$ cat config.mk
export PLATFORM = sky130hd
export DESIGN_NAME = rank_pipe_reader
export DESIGN_NICKNAME = d
export VERILOG_FILES = /design/src/rtl/rank_pipe_reader.sv
export SDC_FILE = /design/constraint.sdc
export NUM_CORES = 1
export LEC_CHECK = 0
export CORE_MARGIN = 4
export CORE_UTILIZATION = 50
export CTS_BUF_LIST = sky130_fd_sc_hd__clkbuf_4 sky130_fd_sc_hd__clkbuf_8 sky130_fd_sc_hd__clkbuf_16
export DETAILED_ROUTE_END_ITERATION = 10
export GPL_TIMING_DRIVEN = 1
export PLACE_DENSITY = 0.89
export SLEW_MARGIN = 20
export SYNTH_ARGS = -nofsm -noshare
export SYNTH_HDL_FRONTEND = slang
export SYNTH_SLANG_ARGS = --single-unit
$ cat constraint.sdc
create_clock -name clk -period 6.1 [get_ports clk]
set_input_delay 1.22 -clock clk [delete_from_list [all_inputs] [get_ports clk]]
set_output_delay 1.22 -clock clk [all_outputs]
set_load 0.005 [all_outputs]
$ cat src/rtl/rank_pipe_reader.sv
// Drains a fall-through rank pipe into a PIFO through a 2-entry in-order skid buffer,
// with a flush sequence that discards buffered and arriving entries and counts them.
module rank_pipe_reader #(
    parameter int RANK_WIDTH  = 16,
    parameter int META_WIDTH  = 16,
    parameter int COUNT_WIDTH = 32
) (
    input  logic                   clk,
    input  logic                   rst,
    input  logic                   rp_valid,
    input  logic [RANK_WIDTH-1:0]  rp_rank,
    input  logic [META_WIDTH-1:0]  rp_meta,
    output logic                   rp_remove,
    input  logic                   pifo_busy,
    output logic                   pifo_insert,
    output logic [RANK_WIDTH-1:0]  pifo_rank,
    output logic [META_WIDTH-1:0]  pifo_meta,
    input  logic                   flush,
    output logic                   flush_done,
    output logic [1:0]             buf_level,
    output logic [COUNT_WIDTH-1:0] insert_count,
    output logic [COUNT_WIDTH-1:0] drop_count
);

    typedef enum logic [1:0] {
        S_RUN   = 2'd0,
        S_FLUSH = 2'd1,
        S_DONE  = 2'd2
    } state_t;

    state_t                 r_state;
    state_t                 w_state_next;

    // Slot 0 is always the head; slot 1 holds the second entry when level is 2.
    logic [RANK_WIDTH-1:0]  r_rank [2];
    logic [META_WIDTH-1:0]  r_meta [2];
    logic [1:0]             r_level;
    logic [COUNT_WIDTH-1:0] r_insert_count;
    logic [COUNT_WIDTH-1:0] r_drop_count;

    logic                   w_remove;
    logic                   w_insert;
    logic                   w_push;
    logic                   w_clear;
    logic                   w_flush_done;
    logic [1:0]             w_drop_inc;
    logic [COUNT_WIDTH:0]   w_drop_sum;

    // NOTE: every output of this block gets a default first, so no path leaves a
    // variable unassigned and no latch is inferred.
    always_comb begin
        w_state_next = r_state;
        w_remove     = 1'b0;
        w_insert     = 1'b0;
        w_clear      = 1'b0;
        w_flush_done = 1'b0;
        w_drop_inc   = 2'd0;

        case (r_state)
            S_RUN: begin
                if (flush) begin
                    w_clear      = 1'b1;
                    w_drop_inc   = r_level;
                    w_state_next = S_FLUSH;
                end else begin
                    w_remove = rp_valid && (r_level != 2'd2);
                    w_insert = (r_level != 2'd0) && !pifo_busy;
                end
            end
            S_FLUSH: begin
                w_remove   = rp_valid;
                w_drop_inc = {1'b0, rp_valid};
                if (!flush && !rp_valid) begin
                    w_state_next = S_DONE;
                end
            end
            S_DONE: begin
                w_flush_done = 1'b1;
                w_state_next = S_RUN;
            end
            default: begin
                w_state_next = S_RUN;
            end
        endcase

        // Strobes must stay quiet for the whole reset cycle, not only after the edge.
        if (rst) begin
            w_remove     = 1'b0;
            w_insert     = 1'b0;
            w_flush_done = 1'b0;
            w_drop_inc   = 2'd0;
        end
    end

    // Entries removed during FLUSH are discarded, so only RUN removals are pushed.
    assign w_push     = w_remove && (r_state == S_RUN);
    assign w_drop_sum = {1'b0, r_drop_count} + (COUNT_WIDTH + 1)'(w_drop_inc);

    // NOTE: sequential state uses non-blocking assignments so every register samples
    // the pre-edge value of every other register.
    always_ff @(posedge clk) begin
        if (rst) begin
            r_state        <= S_RUN;
            r_level        <= 2'd0;
            r_insert_count <= '0;
            r_drop_count   <= '0;
        end else begin
            r_state <= w_state_next;

            if (w_clear) begin
                r_level <= 2'd0;
            end else if (w_push && !w_insert) begin
                r_level <= r_level + 2'd1;
            end else if (w_insert && !w_push) begin
                r_level <= r_level - 2'd1;
            end

            if (w_insert && (r_insert_count != '1)) begin
                r_insert_count <= r_insert_count + COUNT_WIDTH'(1);
            end

            if (w_drop_sum[COUNT_WIDTH]) begin
                r_drop_count <= '1;
            end else begin
                r_drop_count <= w_drop_sum[COUNT_WIDTH-1:0];
            end
        end
    end

    // NOTE: the payload storage has no reset; r_level alone decides which slots are
    // meaningful, and empty-buffer outputs are forced to zero below.
    always_ff @(posedge clk) begin
        if (w_insert) begin
            r_rank[0] <= w_push ? rp_rank : r_rank[1];
            r_meta[0] <= w_push ? rp_meta : r_meta[1];
        end else if (w_push) begin
            if (r_level == 2'd0) begin
                r_rank[0] <= rp_rank;
                r_meta[0] <= rp_meta;
            end else begin
                r_rank[1] <= rp_rank;
                r_meta[1] <= rp_meta;
            end
        end
    end

    assign rp_remove    = w_remove;
    assign pifo_insert  = w_insert;
    assign pifo_rank    = (r_level != 2'd0) ? r_rank[0] : '0;
    assign pifo_meta    = (r_level != 2'd0) ? r_meta[0] : '0;
    assign flush_done   = w_flush_done;
    assign buf_level    = r_level;
    assign insert_count = r_insert_count;
    assign drop_count   = r_drop_count;

endmodule
==> results.sh <==
export IMPL_status="complete, no violations"
export IMPL_cpMaxStageDelayCell="or4_4"
export IMPL_yosys_top_cells_area="edfxtp_1 33%, dfxtp_1 23%, mux2_2 6.7%"
export IMPL_min_path_cells=2
export IMPL_maxSlewHeadroom=0.3461
export IMPL_drcViolationCount=0
export IMPL_rows=39
export IMPL_setup_violations=0
export IMPL_drive_gt1_frac=0.1246
export IMPL_clk_latency_ns=0.42
export IMPL_post_cts_buffers=0
export IMPL_hold_class="register to register"
export IMPL_place_gp_congestion=0.8266
export IMPL_finalWirelength_mm=14.47
export IMPL_antenna_found_initial=0
export IMPL_cp_common_cell="clkdlybuf4s50_1"
export IMPL_grt_pass1_wl_mm=23.39
export IMPL_worstHoldStart="insert_count[10]"
export IMPL_yosys_area_top_type_share=0.3287
export IMPL_power_total_uw=2054
export IMPL_synthTopCellsByCount="68 x dfxtp_1, 64 x edfxtp_1, 54 x a21oi_1"
export IMPL_powerDensity_nw_per_um2=258.2
export IMPL_wl_per_cell_um=17.53
export IMPL_die_width_um=116.1
export IMPL_power_leakage_uw=0.002608
export IMPL_r2r_end="drop_count[11]"
export IMPL_die_area_um2=13490
export IMPL_rrSetupSlack_ns=2.89
export IMPL_cp_arrival_ns=3.23
export IMPL_rr_startpoint="r_state[0]"
export IMPL_max_cap_viol_count=0
export IMPL_holdPathEnd="insert_count[10]"
export IMPL_endpoint_kind="output pin"
export IMPL_first_global_vias=4600
export IMPL_crit_path_max_fanout=7
export IMPL_multi_input_comb_area_um2=2432
export IMPL_start_util=0.5121
export IMPL_ios=138
export IMPL_dr_pass1_iters=6
export IMPL_drt_iter0_drc=302
export IMPL_max_freq_mhz=224.5
export IMPL_synth_ff_type="dfxtp_1"
export IMPL_cts_sinks=132
export IMPL_ir_worst_vdd_mv=0.1890
export IMPL_cts_inserted_buffers=17
export IMPL_synth_largest_area_cell="edfxtp_1"
export IMPL_crit_buf_inv=3
export IMPL_min_period_over_period=0.7301
export IMPL_htreeDepth=4
export IMPL_timing_clock_skew_ns=0.007082
export IMPL_clk_pin_slew_ns=0.05
export IMPL_setup_worst_path_class="input port to output pin"
export IMPL_rsz0062_at_grt="false"
export IMPL_vias_per_cell=5.710
export IMPL_yosys_register_bits=132
export IMPL_synth_enable_flop_cells=64
export IMPL_portBuffers=137
export IMPL_grt_max_degree=55
export IMPL_post_dp_hpwl_mm=10.01
export IMPL_syn2layout_area_growth_pct=36.02
export IMPL_diodes=0
export IMPL_seq_area_um2=3283
export IMPL_design_core_area_um2=11420
export IMPL_ys_seq_area_frac=0.5615
export IMPL_rr_worst_depth=12
export IMPL_synth_avg_cell_area_um2=11.05
export IMPL_fillers=828
export IMPL_root_buffer="clkbuf_16"
export IMPL_synth_cell_types=46
export IMPL_finalCriticalPeriod_ns=4.454
export IMPL_antenna_left=0
export IMPL_final_hold_viol_count=0
export IMPL_grt_usage=0.2235
export IMPL_crit_required_ns=4.88
export IMPL_startpoint_type="input port"
export IMPL_fp_dieH_um=116.1
export IMPL_fin_nets=711
export IMPL_cp_slowest_stage_delay_ns=0.53
export IMPL_setup_ws_ns=1.646
export IMPL_netlist_area_um2=5847
export IMPL_drv_slew=0
export IMPL_synthArstFlopShare=0
export IMPL_synth_most_common_cell="dfxtp_1"
export IMPL_holdBufCountCts=0
export IMPL_yosysWarnings=0
export IMPL_tns_ns=0
export IMPL_crit_family="buffers and inverters"
export IMPL_cts_tree="done"
export IMPL_vias=4711
export IMPL_cts_buffer_depth=2
export IMPL_tightest_slew_ns=0.9787
export IMPL_syn_nets=571
export IMPL_place_ws_ns=1.543
export IMPL_post_cts_resized=0
export IMPL_cp_cell_sequence="clkdlybuf4s50_1 -> or3_4 -> or4_4 -> clkinv_4 -> clkdlybuf4s50_1"
export IMPL_finish_utilization=0.6965
export IMPL_syn_inst=529
export IMPL_gr_total_overflow=0
-- routing by layer --
layer | global-route usage | vias up | wire length (um)
met1 | 0.2685 | 2269 | 5769
met5 | 0 | - | 0
met4 | 0.07966 | 0 | 256
met2 | 0.3690 | 170 | 7126
li1 | - | 2254 | -
met3 | 0.08549 | 18 | 1313
-- state kept, by name, summed over array words and instances (netlist names) --
name          flops
drop_count       32
insert_count     32
r_meta           32
r_rank           32
buf_level         2
r_state           2
-- layout make-up --
cell class,instances,share of cell area
Sequential cell,132,0.4128
Inverter,12,0.006293
Timing Repair Buffer,144,0.1784
Clock inverter,4,0.005664
Tap cell,143,0.02250
Multi-Input combinational cell,362,0.3059
Clock buffer,28,0.06844
-- placed cells by master (no fill, tap or decap), types with 14 or more instances in the layout --
cell type / netlist / final
clkbuf_16: 0 / 18
dfxtp_1: 68 / 68
xor2_1: 20 / 20
nor2b_1: 36 / 35
a21oi_1: 54 / 54
mux2_2: 35 / 35
or3_1: 16 / 16
nand4_1: 17 / 17
nor2_1: 25 / 24
o21ai_0: 14 / 14
nand2_1: 24 / 24
nand3_1: 26 / 26
clkdlybuf4s50_1: 0 / 136
edfxtp_1: 64 / 64
-- how the worst max path moves through the flow --
stage | slack [ns] | cells after the start | startpoint | end
after floorplan | 0.77 | 7 | rst | r_meta[0][16]
after global placement | 1.67 | 5 | flush | pifo_insert
after detailed placement | 1.54 | 13 | flush | drop_count[11]
after CTS | 1.63 | 5 | flush | pifo_insert
after global routing | 1.59 | 5 | flush | pifo_insert
final | 1.65 | 5 | flush | pifo_insert
-- power breakdown --
group | switching [uW] | internal (uW)
combinational | 48.9 | 58.6
clock | 352 | 647
sequential | 5.40 | 943
-- worst reg2reg max path, stage by stage, from the launching register on --
cell and delay [ns]:
dfxtp_1 0.40, nor2b_1 0.23, a22oi_1 0.09, nor3_1 0.16, ha_1 0.20, inv_1 0.05, fa_1 0.41, nand4b_1 0.31
nor4_1 0.25, buf_4 0.23, nand4_1 0.26, buf_4 0.34, a21oi_1 0.18
-- metrics by stage --
stage,cell area [um2],hold WS (ns),instances
final,7953,0.5054,825
after floorplan,5847,0.4696,529
after global routing,7953,0.5370,825
after CTS,7953,0.5126,825
after global placement,7363,0.4837,793
after detailed placement,7363,0.5000,793
-- logic make-up (layout without fill, tap and decap cells) --
logic type,after synthesis,after routing,synth area share
AO/OA/AOI/OAI,91,91,0.08945
XOR/XNOR,28,28,0.04194
adder cells (fa/ha/maj),5,5,0.01198
buffers and inverters,35,188,0.02504
flip-flops,132,132,0.5615
multiplexers,39,39,0.07426
AND/OR/NAND/NOR,199,199,0.1958
Power figures use the tool's default switching activity.
